**src/rtl/mdio_pkg.sv**
```systemverilog
// Shared constants and types for the MDIO access scheduler: PHY register
// addresses, speed encoding, scheduler states and arbitration grants.
package mdio_pkg;

    localparam int unsigned REG_BMCR      = 32'd0;
    localparam int unsigned REG_BMSR      = 32'd1;
    localparam int unsigned BMSR_LINK_BIT = 32'd2;

    typedef enum logic [1:0] {
        SPEED_10   = 2'b00,
        SPEED_100  = 2'b01,
        SPEED_1000 = 2'b10
    } speed_t;

    typedef enum logic [2:0] {
        ST_IDLE            = 3'd0,
        ST_HOST_ISSUE      = 3'd1,
        ST_HOST_WAIT       = 3'd2,
        ST_POLL_BMSR_ISSUE = 3'd3,
        ST_POLL_BMSR_WAIT  = 3'd4,
        ST_POLL_STAT_ISSUE = 3'd5,
        ST_POLL_STAT_WAIT  = 3'd6,
        ST_UPDATE          = 3'd7
    } sched_state_t;

    typedef enum logic {
        GRANT_HOST = 1'b0,
        GRANT_POLL = 1'b1
    } grant_t;

    // Reserved code 2'b11 is reported as 10M.
    function automatic speed_t decode_speed(input logic [1:0] code);
        speed_t result;
        case (code)
            2'b00:   result = SPEED_10;
            2'b01:   result = SPEED_100;
            2'b10:   result = SPEED_1000;
            default: result = SPEED_10;
        endcase
        return result;
    endfunction

endpackage

```
**src/rtl/mdio_poll_timer.sv**
```systemverilog
// Free-running poll interval counter; raises a sticky poll_due flag at each
// expiry until the scheduler clears it.
module mdio_poll_timer #(
    parameter int unsigned POLL_INTERVAL = 1250000
) (
    input  logic clk,
    input  logic reset_n,
    input  logic enable,
    input  logic clear,
    output logic poll_due
);

    localparam int unsigned CNT_W = $clog2(POLL_INTERVAL);
    localparam logic [CNT_W-1:0] LAST_COUNT = CNT_W'(POLL_INTERVAL - 32'd1);

    logic [CNT_W-1:0] count_r;
    logic             poll_due_r;
    logic             expire_s;

    assign expire_s = (count_r == LAST_COUNT);
    assign poll_due = poll_due_r;

    // Interval counter and due flag; a fresh expiry outranks a same-cycle clear.
    always_ff @(posedge clk or negedge reset_n) begin
        if (!reset_n) begin
            count_r    <= {CNT_W{1'b0}};
            poll_due_r <= 1'b0;
        end else if (!enable) begin
            count_r    <= {CNT_W{1'b0}};
            poll_due_r <= 1'b0;
        end else if (expire_s) begin
            count_r    <= {CNT_W{1'b0}};
            poll_due_r <= 1'b1;
        end else begin
            count_r    <= count_r + CNT_W'(1);
            poll_due_r <= poll_due_r & ~clear;
        end
    end

endmodule

```
**src/rtl/mdio_access_scheduler.sv**
```systemverilog
// Shares one mdio_controller between host register accesses and a periodic
// PHY link poller that publishes link_up / speed / duplex.
module mdio_access_scheduler
    import mdio_pkg::*;
#(
    parameter int unsigned PHYADDR_LENGTH = 5,
    parameter int unsigned REGADDR_LENGTH = 5,
    parameter int unsigned DATA_LENGTH    = 16,
    parameter int unsigned POLL_INTERVAL  = 1250000,
    parameter int unsigned STATUS_REG     = 17
) (
    input  logic                      clk,
    input  logic                      reset_n,
    input  logic [PHYADDR_LENGTH-1:0] phy_address,
    input  logic                      poll_enable,
    input  logic                      host_req,
    input  logic                      host_we,
    input  logic [REGADDR_LENGTH-1:0] host_reg_addr,
    input  logic [DATA_LENGTH-1:0]    host_wdata,
    output logic                      host_ack,
    output logic [DATA_LENGTH-1:0]    host_rdata,
    output logic                      mdio_read,
    output logic                      mdio_write,
    output logic [REGADDR_LENGTH-1:0] mdio_reg_address,
    output logic [DATA_LENGTH-1:0]    mdio_write_data,
    input  logic [DATA_LENGTH-1:0]    mdio_read_data,
    input  logic                      mdio_access_complete,
    input  logic                      mdio_busy,
    output logic                      link_up,
    output logic [1:0]                speed,
    output logic                      duplex,
    output logic                      link_change
);

    localparam logic [REGADDR_LENGTH-1:0] ADDR_BMCR = REGADDR_LENGTH'(REG_BMCR);
    localparam logic [REGADDR_LENGTH-1:0] ADDR_BMSR = REGADDR_LENGTH'(REG_BMSR);
    localparam logic [REGADDR_LENGTH-1:0] ADDR_STAT = REGADDR_LENGTH'(STATUS_REG);

    sched_state_t              state_r, state_s;
    grant_t                    last_grant_r, last_grant_s;
    logic                      we_r, we_s;
    logic                      mdio_read_r, mdio_read_s;
    logic                      mdio_write_r, mdio_write_s;
    logic [REGADDR_LENGTH-1:0] reg_addr_r, reg_addr_s;
    logic [DATA_LENGTH-1:0]    wdata_r, wdata_s;
    logic                      host_ack_r, host_ack_s;
    logic [DATA_LENGTH-1:0]    host_rdata_r, host_rdata_s;
    logic                      link_bit_r, link_bit_s;
    speed_t                    new_speed_r, new_speed_s;
    logic                      new_duplex_r, new_duplex_s;
    logic                      link_up_r, link_up_s;
    speed_t                    speed_r, speed_s;
    logic                      duplex_r, duplex_s;
    logic                      link_change_r, link_change_s;
    logic                      poll_clear_s;
    logic                      poll_due_s;
    logic                      unused_phy_s;

    // The PHY address is wired to the controller directly; it has no role here.
    assign unused_phy_s = ^phy_address;

    mdio_poll_timer #(
        .POLL_INTERVAL(POLL_INTERVAL)
    ) u_poll_timer (
        .clk     (clk),
        .reset_n (reset_n),
        .enable  (poll_enable),
        .clear   (poll_clear_s),
        .poll_due(poll_due_s)
    );

    // Arbitration, request sequencing and next values of every register.
    always_comb begin
        state_s       = state_r;
        last_grant_s  = last_grant_r;
        we_s          = we_r;
        mdio_read_s   = 1'b0;
        mdio_write_s  = 1'b0;
        reg_addr_s    = reg_addr_r;
        wdata_s       = wdata_r;
        host_ack_s    = 1'b0;
        host_rdata_s  = host_rdata_r;
        link_bit_s    = link_bit_r;
        new_speed_s   = new_speed_r;
        new_duplex_s  = new_duplex_r;
        link_up_s     = link_up_r;
        speed_s       = speed_r;
        duplex_s      = duplex_r;
        link_change_s = 1'b0;
        poll_clear_s  = 1'b0;

        case (state_r)
            ST_IDLE: begin
                // Poll takes a contested slot only if the host had the previous one.
                if (poll_due_s && (!host_req || last_grant_r == GRANT_HOST)) begin
                    state_s    = ST_POLL_BMSR_ISSUE;
                    we_s       = 1'b0;
                    reg_addr_s = ADDR_BMSR;
                end else if (host_req) begin
                    state_s    = ST_HOST_ISSUE;
                    we_s       = host_we;
                    reg_addr_s = host_reg_addr;
                    wdata_s    = host_wdata;
                end else begin
                    state_s = ST_IDLE;
                end
            end
            ST_HOST_ISSUE: begin
                if (!mdio_busy) begin
                    mdio_write_s = we_r;
                    mdio_read_s  = ~we_r;
                    state_s      = ST_HOST_WAIT;
                end else begin
                    state_s = ST_HOST_ISSUE;
                end
            end
            ST_HOST_WAIT: begin
                if (mdio_access_complete) begin
                    host_ack_s   = 1'b1;
                    host_rdata_s = we_r ? host_rdata_r : mdio_read_data;
                    last_grant_s = GRANT_HOST;
                    state_s      = ST_IDLE;
                end else begin
                    state_s = ST_HOST_WAIT;
                end
            end
            ST_POLL_BMSR_ISSUE: begin
                if (!mdio_busy) begin
                    mdio_read_s = 1'b1;
                    state_s     = ST_POLL_BMSR_WAIT;
                end else begin
                    state_s = ST_POLL_BMSR_ISSUE;
                end
            end
            ST_POLL_BMSR_WAIT: begin
                if (mdio_access_complete) begin
                    link_bit_s = mdio_read_data[BMSR_LINK_BIT];
                    if (mdio_read_data[BMSR_LINK_BIT]) begin
                        reg_addr_s = ADDR_STAT;
                        state_s    = ST_POLL_STAT_ISSUE;
                    end else begin
                        new_speed_s  = SPEED_10;
                        new_duplex_s = 1'b0;
                        state_s      = ST_UPDATE;
                    end
                end else begin
                    state_s = ST_POLL_BMSR_WAIT;
                end
            end
            ST_POLL_STAT_ISSUE: begin
                if (!mdio_busy) begin
                    mdio_read_s = 1'b1;
                    state_s     = ST_POLL_STAT_WAIT;
                end else begin
                    state_s = ST_POLL_STAT_ISSUE;
                end
            end
            ST_POLL_STAT_WAIT: begin
                if (mdio_access_complete) begin
                    new_speed_s  = decode_speed(mdio_read_data[15:14]);
                    new_duplex_s = mdio_read_data[13];
                    state_s      = ST_UPDATE;
                end else begin
                    state_s = ST_POLL_STAT_WAIT;
                end
            end
            ST_UPDATE: begin
                link_up_s     = link_bit_r;
                speed_s       = new_speed_r;
                duplex_s      = new_duplex_r;
                link_change_s = link_bit_r ^ link_up_r;
                last_grant_s  = GRANT_POLL;
                poll_clear_s  = 1'b1;
                state_s       = ST_IDLE;
            end
            default: begin
                state_s = ST_IDLE;
            end
        endcase
    end

    // State and output registers.
    always_ff @(posedge clk or negedge reset_n) begin
        if (!reset_n) begin
            state_r       <= ST_IDLE;
            last_grant_r  <= GRANT_HOST;
            we_r          <= 1'b0;
            mdio_read_r   <= 1'b0;
            mdio_write_r  <= 1'b0;
            reg_addr_r    <= ADDR_BMCR;
            wdata_r       <= {DATA_LENGTH{1'b0}};
            host_ack_r    <= 1'b0;
            host_rdata_r  <= {DATA_LENGTH{1'b0}};
            link_bit_r    <= 1'b0;
            new_speed_r   <= SPEED_10;
            new_duplex_r  <= 1'b0;
            link_up_r     <= 1'b0;
            speed_r       <= SPEED_10;
            duplex_r      <= 1'b0;
            link_change_r <= 1'b0;
        end else begin
            state_r       <= state_s;
            last_grant_r  <= last_grant_s;
            we_r          <= we_s;
            mdio_read_r   <= mdio_read_s;
            mdio_write_r  <= mdio_write_s;
            reg_addr_r    <= reg_addr_s;
            wdata_r       <= wdata_s;
            host_ack_r    <= host_ack_s;
            host_rdata_r  <= host_rdata_s;
            link_bit_r    <= link_bit_s;
            new_speed_r   <= new_speed_s;
            new_duplex_r  <= new_duplex_s;
            link_up_r     <= link_up_s;
            speed_r       <= speed_s;
            duplex_r      <= duplex_s;
            link_change_r <= link_change_s;
        end
    end

    assign host_ack         = host_ack_r;
    assign host_rdata       = host_rdata_r;
    assign mdio_read        = mdio_read_r;
    assign mdio_write       = mdio_write_r;
    assign mdio_reg_address = reg_addr_r;
    assign mdio_write_data  = wdata_r;
    assign link_up          = link_up_r;
    assign speed            = speed_r;
    assign duplex           = duplex_r;
    assign link_change      = link_change_r;

endmodule

```
**config.mk**
```make
export PLATFORM = sky130hd
export DESIGN_NAME = mdio_access_scheduler
export DESIGN_NICKNAME = d
export VERILOG_FILES = /design/src/rtl/mdio_pkg.sv /design/src/rtl/mdio_poll_timer.sv /design/src/rtl/mdio_access_scheduler.sv
export SDC_FILE = /design/constraint.sdc
export NUM_CORES = 1
export LEC_CHECK = 0
export BUFFER_PORTS_ARGS = -buffer_cell sky130_fd_sc_hd__buf_2
export CAP_MARGIN = 20
export CORE_ASPECT_RATIO = 1.25
export CORE_MARGIN = 5
export CORE_UTILIZATION = 40
export CTS_CLUSTER_SIZE = 14
export DETAILED_ROUTE_END_ITERATION = 8
export REMOVE_ABC_BUFFERS = 1
export SETUP_SLACK_MARGIN = 0.1
export SKIP_CTS_REPAIR_TIMING = 1
export SYNTH_ARGS = -nofsm -noshare
export SYNTH_HDL_FRONTEND = slang
export SYNTH_HIERARCHICAL = 1
export SYNTH_SLANG_ARGS = --single-unit
```
**constraint.sdc**
```tcl
create_clock -name clk -period 2.05 [get_ports clk]
set_input_delay 0.205 -clock clk [delete_from_list [all_inputs] [get_ports clk]]
set_output_delay 0.205 -clock clk [all_outputs]
set_load 0.02 [all_outputs]
```
* After elaboration in Yosys (flattened, before gate mapping) *
Index checks and enable logic that the tools add are counted.

storage, ports and cells
  register bits = 76
  output and inout bits = 45
  word-level logic and storage cells = 98

operators by class
  bitwise logic cells = 6
  reductions and logical operators = 16
  equal/unequal tests = 16
  add/sub/neg operators = 1
  mux-type cells = 41

operators by type and width
  kind                     count
  $mux W21                 2
  $pmux W3 S8              1
  $add A21 B1 Y21 const B  1
  $eq A21 B21 Y1 const B   1
  $mux W5                  4
  $mux W1                  18
  $mux W2                  8
  $eq A3 B3 Y1 const B     4
  $ne A2 B2 Y1 const B     5
  $pmux W5 S2              1
  $pmux W2 S2              2
  $reduce_and A4 Y1        2
  $reduce_bool A2 Y1       4
  $eq A3 B2 Y1 const B     2
  $mux W3                  2
  $pmux W1 S2              3
  $reduce_and A2 Y1        3
  $reduce_and A3 Y1        2
  $not A1 Y1               4
  $eq A3 B1 Y1 const B     1
  $logic_not A3 Y1         1
  $ne A3 B3 Y1 const B     1
  $eq A2 B1 Y1 const B     1
  $eq A2 B2 Y1 const B     1
  6 further kinds          6

* Logic depth before layout (Yosys ltp) *
Gate-level depths: netlist (run 1).

  depth in word-level cells = 6
  mapped depth = 7

* Modules after synthesis *
The synthesis (run 1) kept the hierarchy.

modules (own cells, without submodules)
  module                 instances  area an instance (µm²)  cells an instance
  mdio_access_scheduler  1          2,331.0                 157
  mdio_poll_timer        1          1,134.8                 112

* Least setup slack after synthesis (run 1) *
Ideal clock, no wire load.

  kind = register -> register
  from = register u_poll_timer.count_r[0]
  to = register u_poll_timer.count_r[3]
  library setup time = 0.122 ns
  stages on the path, launching flop included = 8
  data required time = 1.928 ns
  arrival time = 1.551 ns
  period minus slack after synthesis = 1.673 ns
  path slack = 0.377 ns
  cell sequence = dfrtp_1 > ha_1 > and3_1 > buf_4 > nand4_1 > o41ai_2 > buf_2 > nor2_1

on the way
  word-level cells in the longest chain between the ends = 3
  elaborated cells on any way between the ends = 4
  those cells by class = add/sub: 1; eq/ne: 1; mux: 2

ends and longest elaborated chain
  element                                                   line                                          source
  start: declaration                                        mdio_poll_timer.sv:16                         logic [CNT_W-1:0] count_r;
  start signal: assignment                                  mdio_poll_timer.sv:26                         count_r <= {CNT_W{1'b0}};
  start signal: assignment                                  mdio_poll_timer.sv:29                         count_r <= {CNT_W{1'b0}};
  start signal: assignment                                  mdio_poll_timer.sv:32                         count_r <= {CNT_W{1'b0}};
  $add A21 B1 Y21 / $eq A21 B21 Y1 (equally long branches)  mdio_poll_timer.sv:35, mdio_poll_timer.sv:20
  $mux W21 (*)                                              mdio_poll_timer.sv:31                         end else if (expire_s) begin
  $mux W21 (*)                                              mdio_poll_timer.sv:28                         end else if (!enable) begin

Mark *: on every way between the ends. The rest lies on a longest branch, timed or not.
A chain may end at the register's enable or synchronous reset.

* Final worst setup path (run 1) *
  from = register u_poll_timer.count_r[0]
  to = register u_poll_timer.count_r[20]

The elaborated chain is that of the path after synthesis.

==> results of run 1 <==
-- routing by layer --
| layer | GRT usage [%] | part of all wire, % | vias up |
|---|---|---|---|
| li1 | - | - | 1142 |
| met1 | 17.9 | 46 | 1155 |
| met2 | 22.0 | 47 | 66 |
| met3 | 4.08 | 6.3 | 8 |
| met4 | 4.99 | 1.0 | 0 |
| met5 | 0 | 0 | - |
-- how the worst max path moves through the flow --
stage | cells past startpoint | slack [ns] | to
2_1_floorplan | 5 | -0.29 | u_poll_timer/count_r[10]$_DFF_PN0_
3_3_place_gp | 6 | 0.27 | u_poll_timer/count_r[3]$_DFF_PN0_
3_5_place_dp | 6 | 0.22 | u_poll_timer/count_r[10]$_DFF_PN0_
4_1_cts | 6 | 0.21 | u_poll_timer/count_r[8]$_DFF_PN0_
5_1_grt | 6 | 0.14 | u_poll_timer/count_r[20]$_DFF_PN0_
6_report | 6 | 0.23 | u_poll_timer/count_r[20]$_DFF_PN0_
-- final cells by class --
type                            instances  area, um2
Fill cell                             808       4360
Multi-Input combinational cell        174       1450
Timing Repair Buffer                   96        538
Inverter                                6       22.5
Tap cell                              100        125
Clock buffer                            9        124
Clock inverter                          5       31.3
Sequential cell                        76       1900
-- critical path, delay by kind of cell (launching register included) --
family	cells	cell delay (ns)
simple gates	3	0.83
flops	1	0.39
fa+ha+maj	1	0.21
buf+inv	1	0.17
compound gates	1	0.14
-- where the power goes --
part           internal [mW]  total [mW]  switching, mW
Clock                  0.421       0.950          0.529
Sequential              1.99        2.33          0.346
Combinational           1.01        2.12           1.10
Total                   3.42        5.40           1.98
-- logic make-up (layout without fill, tap and decap cells) --
logic type | count (synthesis) | in the layout | share of synthesized area [%]
mux | 45 | 45 | 16.6
xor+xnor | 14 | 14 | 3.54
flops | 76 | 76 | 54.9
buf+inv | 19 | 116 | 3.50
fa+ha+maj | 1 | 1 | 0.361
compound gates | 23 | 23 | 4.59
simple gates | 91 | 91 | 16.5
-- synthesized netlist by cell type, drive strengths merged --
cell | instances | area [um2]
a21oi | 8 | 43.8
nand2 | 10 | 37.5
buf | 12 | 95.1
nor3b | 8 | 60.1
dfrtp | 76 | 1900
clkbuf | 1 | 3.75
or3 | 5 | 31.3
o21ai | 6 | 30.0
mux2i | 1 | 10.0
or4 | 2 | 18.8
nor4bb | 1 | 10.0
nor2b | 1 | 6.26
and3 | 4 | 25.0
a21boi | 1 | 7.51
nand4 | 9 | 56.3
nand3b | 2 | 15.0
and4bb | 1 | 12.5
and3b | 1 | 8.76
nor2 | 18 | 67.6
nor3 | 4 | 31.3
mux2 | 44 | 567
xnor2 | 2 | 17.5
o41ai | 3 | 33.8
nand3 | 12 | 85.1
xor2 | 12 | 105
and2 | 2 | 12.5
nor4b | 1 | 8.76
o31ai | 3 | 22.5
nor4 | 1 | 21.3
nand2b | 5 | 31.3
a22oi | 1 | 12.5
and4 | 3 | 26.3
or2 | 1 | 6.26
inv | 6 | 22.5
ha | 1 | 12.5
o2bb2ai | 1 | 8.76
-- sequential cells by signal, summed over array words and instances, names as in the netlist --
signal                 flops
host_rdata                16
link_bit_r                 1
u_poll_timer/poll_due      1
duplex                     1
mdio_reg_address           5
host_ack                   1
new_duplex_r               1
speed                      2
link_up                    1
mdio_write                 1
link_change                1
u_poll_timer/count_r      21
we_r                       1
state_r                    3
mdio_read                  1
last_grant_r               1
mdio_write_data           16
new_speed_r                2
-- per-stage QoR --
| stage | util (%) | setup TNS [ns] | power, mW | std cells | hold slack, ns |
|---|---|---|---|---|---|
| after CTS | 48.6 | 0 | 5.47 | 464 | -0.152 |
| after detailed placement | 46.8 | 0 | 4.51 | 450 | 0.227 |
| after global placement | 46.8 | 0 | 4.46 | 450 | 0.234 |
| final | 49.0 | 0 | 5.40 | 466 | 0.0863 |
| after global routing | 49.0 | 0 | 5.74 | 466 | 0.0613 |
| after floorplan | - | -5.40 | 3.77 | 256 | -0.0906 |
==> impl_metrics.py, run 1 <==
metrics = {
    "run_status": {
        "status": "completed",
    },
    "yosys": {
        "yosys_register_bits": 76,
        "post_synth_inst_count": 269,
        "yosysWarnings": 6,
        "synth_sequential_area_ratio_pct": 54.9,
        "synth.lib_cells_used.distinct": 44,
        "synthesis.area_mm2": 0.00347,
        "syn-mean-instance-area_um2": 12.9,
    },
    "final_layout": {
        "antenna_cells": 0,
        "final_common_cell": "sky130_fd_sc_hd__buf_2",
        "mostFrequentLayoutCells": "sky130_fd_sc_hd__buf_2 (87), sky130_fd_sc_hd__dfrtp_1 (76), sky130_fd_sc_hd__mux2_2 (25)",
        "fin_nets": 413,
        "final_layout_size_suffix_gt1_share_pct": 44.5,
        "layout.cell_area.non_filler_mm2": 0.00420,
        "area_growth_syn_to_fin_pct": 21.1,
    },
    "global_route": {
        "antenna_found_initial": 0,
        "global_route.usage.total_pct": 13.8,
        "vias_in_the_first_global_route": 2371,
        "first_pass_grt_wire_length_um": 11600,
        "grt_remaining_overflow": 0,
        "maximum_number_of_pins_on_one_net_before_global_route_repair": 43,
    },
    "place": {
        "portBuffers": 88,
        "gp_routability_congestion": 0.725,
        "detailedPlacementHpwl_um": 5020,
        "postPlaceCellArea_mm2": 0.00401,
        "place_ws_ns": 0.220,
    },
    "hold_path": {
        "hp-start": "mdio_read_data[6]",
        "worstHoldEndpoint": "host_rdata[6]$_DFFE_PN0P_",
        "holdCritPathClass": "input pin to flop",
        "min_delay_path_depth": 2,
    },
    "floorplanning": {
        "initial_core_util_pct": 40.5,
        "die_height_um": 114,
        "die_x_um": 93.3,
        "fp.coreArea_mm2": 0.00856,
        "die_area_mm2": 0.0106,
        "io_pins": 94,
        "rows": 38,
    },
    "critical_path": {
        "timing.reg2reg.setup_slack_ns": 0.23,
        "path_class": "flop to flop",
        "critical-path-slowest-cell": "sky130_fd_sc_hd__or4_4",
        "worstPathArrival_ns": 2.09,
        "rr_worst_depth": 6,
        "critical_path.startpoint_type": "flop",
        "worst_path_largest_cell_delay_ns": 0.49,
        "worstSetupStartpoint": "u_poll_timer/count_r[0]$_DFF_PN0_",
        "crit_required_ns": 2.32,
        "setup.worst_path.end_class": "flop",
        "cp_cell_sequence": "ha_1, and3_1, buf_4, nand3_4, or4_4, a21oi_2",
        "critical_path_peak_fanout": 4,
        "regToRegStartpoint": "u_poll_timer/count_r[0]$_DFF_PN0_",
        "worstReg2RegEnd": "u_poll_timer/count_r[20]$_DFF_PN0_",
    },
    "clock_tree": {
        "htree_num_levels": 3,
        "clkLatencyLatePin_ns": 0.34,
        "cts-root-buf": "sky130_fd_sc_hd__clkbuf_8",
        "max-clock-path-buffers": 2,
        "cts.clk_slew.worst_paths_ns": 0.08,
        "cts_tree": "yes",
        "cts_made_buffers": 9,
        "number_of_sinks_handled_by_clock_tree_synthesis": 76,
    },
    "routing": {
        "detail_route.iter0.violations": 73,
        "vias_per_cell": 5.09,
        "wl_per_cell_um": 14.9,
        "ant_nets": 0,
        "route.vias.total": 2371,
        "drc": 0,
        "wire_length_after_detailed_routing_um": 6960,
        "drt_pass1_iterations": 4,
    },
    "power_and_ir_drop": {
        "ir_drop_mv": 0.314,
        "power_density_mw_per_mm2": 1290,
        "power.leakage_nw": 2.02,
    },
    "sta": {
        "setup_repair_after_global_routing_missed_its_margin": "false",
        "worstMarginPinSlew_ns": 0.628,
        "timing.final.hold_violations": 0,
        "final_min_period_over_clock_period_pct": 88.6,
        "fmax_mhz": 551,
        "timing.final.ws_setup_ns": 0.235,
        "setup_viol": 0,
        "drv_slew": 0,
        "worst_slew_margin_relative_to_its_limit_pct": 57.8,
        "fin_crit_ns": 1.82,
        "worst_setup_skew_after_layout_ns": 0.0100,
    },
    "run": {
        "drv.max_cap_violation_count": 0,
    },
}
No activity file was read; power rests on OpenSTA's default activity.
==> run 2, diff against run 1 <==
REMOVE_ABC_BUFFERS = unset   (was 1)
==> run 2 against run 1 <==
Effect of this change:
- combinational power about the same
- flip-flop and latch count is the same
- final cell count is 0.86% higher
- core utilization rose by 0.38 points
- critical path depth unchanged
- routed wire length grew 4.3%
- non-clock buffer count increased by 2
- fmax decreased by 1.2%
- cell area up 0.78%
- clock-buffer cell count increased by 1
- sequential share of layout area decreased by 0.35 points
- critical endpoint is now u_poll_timer/count_r[16]$_DFF_PN0_
==> impl_metrics.py, run 2 (synthesized netlist as in run 1, its figures left out) <==
metrics = {
    "place": {
        "detailedPlacementHpwl_um": 5380,
        "portBuffers": 88,
        "place_inst": 452,
        "gp_routability_congestion": 0.763,
        "postPlaceCellArea_mm2": 0.00401,
    },
    "final_layout": {
        "largest_register_ff_count": 21,
        "instances_no_fill": 470,
        "mostFrequentLayoutCells": "sky130_fd_sc_hd__buf_2 (87), sky130_fd_sc_hd__dfrtp_1 (76), sky130_fd_sc_hd__mux2_2 (25)",
        "antenna_cells": 0,
        "fillCellCount": 806,
        "layout.cell_area.non_filler_mm2": 0.00423,
        "largest_register": "u_poll_timer/count_r",
        "fin_nets": 415,
        "final_layout_size_suffix_gt1_share_pct": 44.9,
        "area_growth_syn_to_fin_pct": 22.0,
        "final_common_cell": "sky130_fd_sc_hd__buf_2",
    },
    "yosys": {
        "syn-num-nets": 319,
    },
    "critical_path": {
        "worst_path_largest_cell_delay_ns": 0.39,
        "crit_required_ns": 2.27,
        "critical-path-slowest-cell": "sky130_fd_sc_hd__dfrtp_1",
        "worstPathArrival_ns": 2.06,
        "path_class": "flop to flop",
        "timing.critical_path.buf_inv": 1,
        "critical_path.startpoint_type": "flop",
        "critical_path.top_delay_family": "simple AND/OR/NAND/NOR gates",
        "worstReg2RegEnd": "u_poll_timer/count_r[16]$_DFF_PN0_",
        "rr_worst_depth": 6,
        "setup.worst_path.end_class": "flop",
        "regToRegStartpoint": "u_poll_timer/count_r[0]$_DFF_PN0_",
        "logic_depth_of_the_worst_setup_path_including_buffers": 6,
        "cp_cell_sequence": "ha_1, and3_1, nand4_1, o41ai_4, buf_4, a21oi_1",
        "timing.reg2reg.setup_slack_ns": 0.21,
        "critical_path_peak_fanout": 7,
    },
    "global_route": {
        "antenna_found_initial": 0,
        "first_pass_grt_wire_length_um": 12100,
        "use_met3_pct": 4.14,
        "grt_busiest_layer": "met2",
        "maximum_number_of_pins_on_one_net_before_global_route_repair": 39,
        "vias_in_the_first_global_route": 2490,
        "gr-usage-met1_pct": 17.7,
        "grt_remaining_overflow": 0,
        "global_route.usage.total_pct": 14.7,
        "global_route.usage.met2_pct": 24.7,
    },
    "floorplanning": {
        "io_pins": 94,
        "rows": 38,
        "die_height_um": 114,
        "fp.coreArea_mm2": 0.00856,
        "initial_core_util_pct": 40.5,
        "die_area_mm2": 0.0106,
        "die_x_um": 93.3,
    },
    "sta": {
        "final_min_period_over_clock_period_pct": 89.6,
        "fmax_mhz": 544,
        "setup_repair_after_global_routing_missed_its_margin": "false",
        "worstMarginPinSlew_ns": 0.692,
        "fin_crit_ns": 1.84,
        "timing.final.hold_violations": 0,
        "setup_viol": 0,
        "worst_slew_margin_relative_to_its_limit_pct": 53.4,
        "final.setup.tns_ns": 0,
        "worst_setup_skew_after_layout_ns": 0.00785,
        "drv_slew": 0,
    },
    "power_and_ir_drop": {
        "clock_power_share_pct": 19.9,
        "netSwitchingPower_mw": 2.00,
        "power_report.internal_total_mw": 3.56,
        "swShare_pct": 36.0,
        "comb_power_share_pct": 38.0,
        "power.leakage_nw": 2.02,
        "power_density_mw_per_mm2": 1310,
        "seqPwrFrac_pct": 42.1,
        "ir_drop_mv": 0.651,
    },
    "run_status": {
        "status": "completed",
    },
    "routing": {
        "drc": 0,
        "detail_route.iter0.violations": 79,
        "route.vias.total": 2342,
        "wire_length_after_detailed_routing_um": 7260,
        "wl_per_cell_um": 15.5,
        "vias_per_cell": 4.98,
        "ant_nets": 0,
        "drt_pass1_iterations": 4,
    },
    "clock_tree": {
        "cts-root-buf": "sky130_fd_sc_hd__clkbuf_8",
        "cts_tree": "yes",
        "number_of_sinks_handled_by_clock_tree_synthesis": 76,
        "htree_num_levels": 3,
        "max-clock-path-buffers": 2,
        "clkLatencyLatePin_ns": 0.34,
        "cts.clk_slew.worst_paths_ns": 0.08,
        "cts_made_buffers": 9,
    },
    "run": {
        "drv.max_cap_violation_count": 0,
    },
    "hold_path": {
        "min_delay_path_depth": 2,
        "holdCritPathClass": "input pin to flop",
        "worstHoldEndpoint": "mdio_write_data[13]$_DFFE_PN0P_",
        "hp-start": "host_wdata[13]",
    },
}
[run 2: cell type report]
class	count	area, um2	share of cell area (%)
Clock buffer	10	128	3.02
Tap cell	100	125	2.96
Timing Repair Buffer	98	533	12.6
Multi-Input combinational cell	174	1450	34.4
Sequential cell	76	1900	45.0
Clock inverter	6	65.1	1.54
Inverter	6	22.5	0.533
[run 2: worst max-delay path by stage]
| stage | startpoint | slack [ns] | endpoint |
|---|---|---|---|
| 2_1_floorplan | u_poll_timer/count_r[0]$_DFF_PN0_ | 0.38 | u_poll_timer/count_r[3]$_DFF_PN0_ |
| 3_3_place_gp | u_poll_timer/count_r[0]$_DFF_PN0_ | 0.26 | u_poll_timer/count_r[3]$_DFF_PN0_ |
| 3_5_place_dp | u_poll_timer/count_r[0]$_DFF_PN0_ | 0.22 | u_poll_timer/count_r[8]$_DFF_PN0_ |
| 4_1_cts | u_poll_timer/count_r[0]$_DFF_PN0_ | 0.21 | u_poll_timer/count_r[8]$_DFF_PN0_ |
| 5_1_grt | u_poll_timer/count_r[8]$_DFF_PN0_ | 0.09 | u_poll_timer/count_r[16]$_DFF_PN0_ |
| 6_report | u_poll_timer/count_r[0]$_DFF_PN0_ | 0.21 | u_poll_timer/count_r[16]$_DFF_PN0_ |
[run 2: power by group through the flow]
stage                     Sequential (mW)  Clock, mW  Combinational (mW)
after floorplan                      2.79          0                1.05
after global placement               2.34          0                2.12
after detailed placement             2.37          0                2.15
after CTS                            2.35       1.15                2.15
after global routing                 2.42       1.22                2.27
final                                2.34       1.11                2.11
[run 2: through the flow]
stage | hold WS, ns | power, mW | setup WS (ns) | utilization [%]
final | 0.0886 | 5.56 | 0.213 | 49.4
after CTS | -0.169 | 5.65 | 0.212 | 49.1
after detailed placement | 0.213 | 4.52 | 0.222 | 46.8
after global placement | 0.212 | 4.46 | 0.264 | 46.8
after floorplan | -0.0906 | 3.84 | 0.377 | -
after global routing | 0.0598 | 5.90 | 0.0924 | 49.4
[run 2: routing by layer]
metal / share of wire (%) / vias up / wire, um
li1: - / 1145 / -
met1: 41 / 1154 / 2970
met2: 54 / 36 / 3940
met3: 3.7 / 7 / 272
met4: 1.0 / 0 / 76
met5: 0 / - / 0
[run 2: worst reg2reg max path: stages (launching register included)]
cell,delay (ns)
sky130_fd_sc_hd__dfrtp_1,0.39
sky130_fd_sc_hd__ha_1,0.21
sky130_fd_sc_hd__and3_1,0.27
sky130_fd_sc_hd__nand4_1,0.20
sky130_fd_sc_hd__o41ai_4,0.38
sky130_fd_sc_hd__buf_4,0.23
sky130_fd_sc_hd__a21oi_1,0.05
==> run 3, diff against run 2 <==
GPL_TIMING_DRIVEN = 0   (was unset)
RECOVER_POWER = 25   (was unset)
clock period = 1.74 ns   (was 2.05 ns; I/O delays follow)
==> run 3 against run 2 <==
Effect of this change:
- the run now ends with negative setup slack left
- cell area grew 3.7%
- clock power grew 32%
- clock skew up 0.0018 ns
- core utilization is 1.8 points higher
- power grew 23%
- register-to-register slack worse by 0.28 ns
- routed wire length grew 4.4%
- via count rose by 4.6%
- sequential power up 14%
- largest cell class unchanged
- largest power group is now combinational logic
==> impl_metrics.py, run 3 (synthesized netlist as in run 1, its figures left out) <==
metrics = {
    "global_route": {
        "grt_remaining_overflow": 0,
        "antenna_found_initial": 0,
        "vias_in_the_first_global_route": 2606,
        "global_route.usage.total_pct": 15.4,
        "maximum_number_of_pins_on_one_net_before_global_route_repair": 49,
        "first_pass_grt_wire_length_um": 12700,
    },
    "place": {
        "gp_routability_congestion": 0.751,
        "portBuffers": 88,
        "detailedPlacementHpwl_um": 5410,
        "place_inst": 458,
    },
    "final_layout": {
        "area_growth_syn_to_fin_pct": 26.6,
        "fin_nets": 429,
        "finalCoreUtilization_pct": 51.3,
        "largest_register": "u_poll_timer/count_r",
        "instances_no_fill": 483,
        "final_common_cell": "sky130_fd_sc_hd__buf_2",
        "mostFrequentLayoutCells": "sky130_fd_sc_hd__buf_2 (89), sky130_fd_sc_hd__dfrtp_1 (75), sky130_fd_sc_hd__mux2_2 (25)",
        "fillCellCount": 780,
        "antenna_cells": 0,
        "final_layout_size_suffix_gt1_share_pct": 48.8,
        "largest_register_ff_count": 21,
    },
    "critical_path": {
        "worst_path_largest_cell_delay_ns": 0.39,
        "cp_cell_sequence": "ha_2, and3_4, buf_6, nand4_1, o41ai_4, buf_4, nor2_1",
        "critical_path.top_delay_family": "simple AND/OR/NAND/NOR gates",
        "regToRegStartpoint": "u_poll_timer/count_r[0]$_DFF_PN0_",
        "timing.critical_path.buf_inv": 2,
        "critical_path_peak_fanout": 5,
        "crit_required_ns": 1.98,
        "timing.reg2reg.setup_slack_ns": -0.07,
        "setup.worst_path.end_class": "flop",
        "critical_path.startpoint_type": "flop",
        "rr_worst_depth": 7,
        "worstReg2RegEnd": "u_poll_timer/count_r[13]$_DFF_PN0_",
        "critical-path-slowest-cell": "sky130_fd_sc_hd__dfrtp_1",
        "path_class": "flop to flop",
        "worstPathArrival_ns": 2.04,
    },
    "clock_tree": {
        "htree_num_levels": 3,
        "cts_tree": "yes",
        "cts.clk_slew.worst_paths_ns": 0.08,
        "clkLatencyLatePin_ns": 0.35,
        "number_of_sinks_handled_by_clock_tree_synthesis": 76,
        "cts_made_buffers": 9,
        "cts-root-buf": "sky130_fd_sc_hd__clkbuf_8",
        "max-clock-path-buffers": 2,
    },
    "sta": {
        "fin_crit_ns": 1.81,
        "worstMarginPinSlew_ns": 0.700,
        "fmax_mhz": 553,
        "worst_setup_skew_after_layout_ns": 0.00967,
        "worst_slew_margin_relative_to_its_limit_pct": 53.3,
        "final_min_period_over_clock_period_pct": 104,
        "setup_repair_after_global_routing_missed_its_margin": "true",
        "setup_viol": 20,
        "drv_slew": 0,
        "timing.final.hold_violations": 0,
        "timing.final.ws_setup_ns": -0.0690,
    },
    "floorplanning": {
        "die_height_um": 114,
        "fp.coreArea_mm2": 0.00856,
        "initial_core_util_pct": 40.5,
        "die_x_um": 93.3,
        "rows": 38,
        "io_pins": 94,
        "die_area_mm2": 0.0106,
    },
    "routing": {
        "vias_per_cell": 5.07,
        "wire_length_after_detailed_routing_um": 7590,
        "ant_nets": 0,
        "wl_per_cell_um": 15.7,
        "drt_pass1_iterations": 4,
        "detail_route.iter0.violations": 115,
        "drc": 0,
        "route.vias.total": 2450,
    },
    "hold_path": {
        "holdCritPathClass": "input pin to flop",
        "min_delay_path_depth": 2,
        "hp-start": "host_wdata[7]",
        "worstHoldEndpoint": "mdio_write_data[7]$_DFFE_PN0P_",
    },
    "run": {
        "drv.max_cap_violation_count": 0,
    },
    "run_status": {
        "status": "complete, but fails checks",
        "failed_checks": "negative setup slack",
    },
    "power_and_ir_drop": {
        "power.leakage_nw": 2.12,
        "ir_drop_mv": 0.722,
        "power_density_mw_per_mm2": 1560,
    },
    "yosys": {
        "syn-num-nets": 319,
    },
}
run 3: cell count changes in the layout (fill, tap and decap cells not counted), sizes merged:
cell      previous run  this run
clkinv               1         2
bufinv               1         2
clkinvlp             4         0
buf                 97       109
clkbuf              10        13
run 3: cell type report:
type                            instances  area, um2  area share [%]
Sequential cell                        76       1900            43.4
Multi-Input combinational cell        174       1480            33.8
Timing Repair Buffer                   99        526            12.0
Clock buffer                           11        141            3.22
Tap cell                              100        125            2.85
Buffer                                 13        111            2.54
Clock inverter                          4       73.8            1.68
Inverter                                6       22.5           0.513
run 3: how the worst max path moves through the flow:
stage                                       from                                  to  slack [ns]  depth (start not counted)
2_1_floorplan  u_poll_timer/count_r[0]$_DFF_PN0_  u_poll_timer/count_r[20]$_DFF_PN0_        0.14                          6
6_report       u_poll_timer/count_r[0]$_DFF_PN0_  u_poll_timer/count_r[13]$_DFF_PN0_       -0.07                          7
3_3_place_gp                state_r[2]$_DFF_PN0_           host_rdata[6]$_DFFE_PN0P_        -0.1                          4
4_1_cts                     state_r[2]$_DFF_PN0_           host_rdata[6]$_DFFE_PN0P_       -0.11                          4
5_1_grt        u_poll_timer/count_r[0]$_DFF_PN0_  u_poll_timer/count_r[13]$_DFF_PN0_       -0.14                          7
3_5_place_dp                state_r[2]$_DFF_PN0_           host_rdata[8]$_DFFE_PN0P_       -0.11                          4
run 3: power by group:
part / switching (mW) / leakage, nW / internal [mW]
Combinational: 1.44 / 1.04 / 1.27
Sequential: 0.321 / 0.968 / 2.35
Clock: 0.619 / 0.109 / 0.839
run 3: through the flow:
stage	area, um2	power (mW)	hold slack, ns	setup WS (ns)	TNS, ns
global route	4390	7.28	0.0283	-0.142	-2.75
detailed placement	4070	5.40	0.128	-0.105	-1.48
floorplan	3470	4.53	-0.122	0.144	0
global placement	4040	5.32	0.407	-0.0963	-3.84
CTS	4280	6.89	-0.257	-0.113	-1.98
finish	4390	6.84	0.0482	-0.0690	-1.00
run 3: metal layers:
layer / up-vias / GRT usage (%) / wire length [um]
met2: 39 / 26.9 / 4040
met4: 0 / 6.26 / 152
met3: 13 / 4.54 / 266
met1: 1218 / 17.6 / 3120
met5: - / 0 / 0
li1: 1180 / - / -
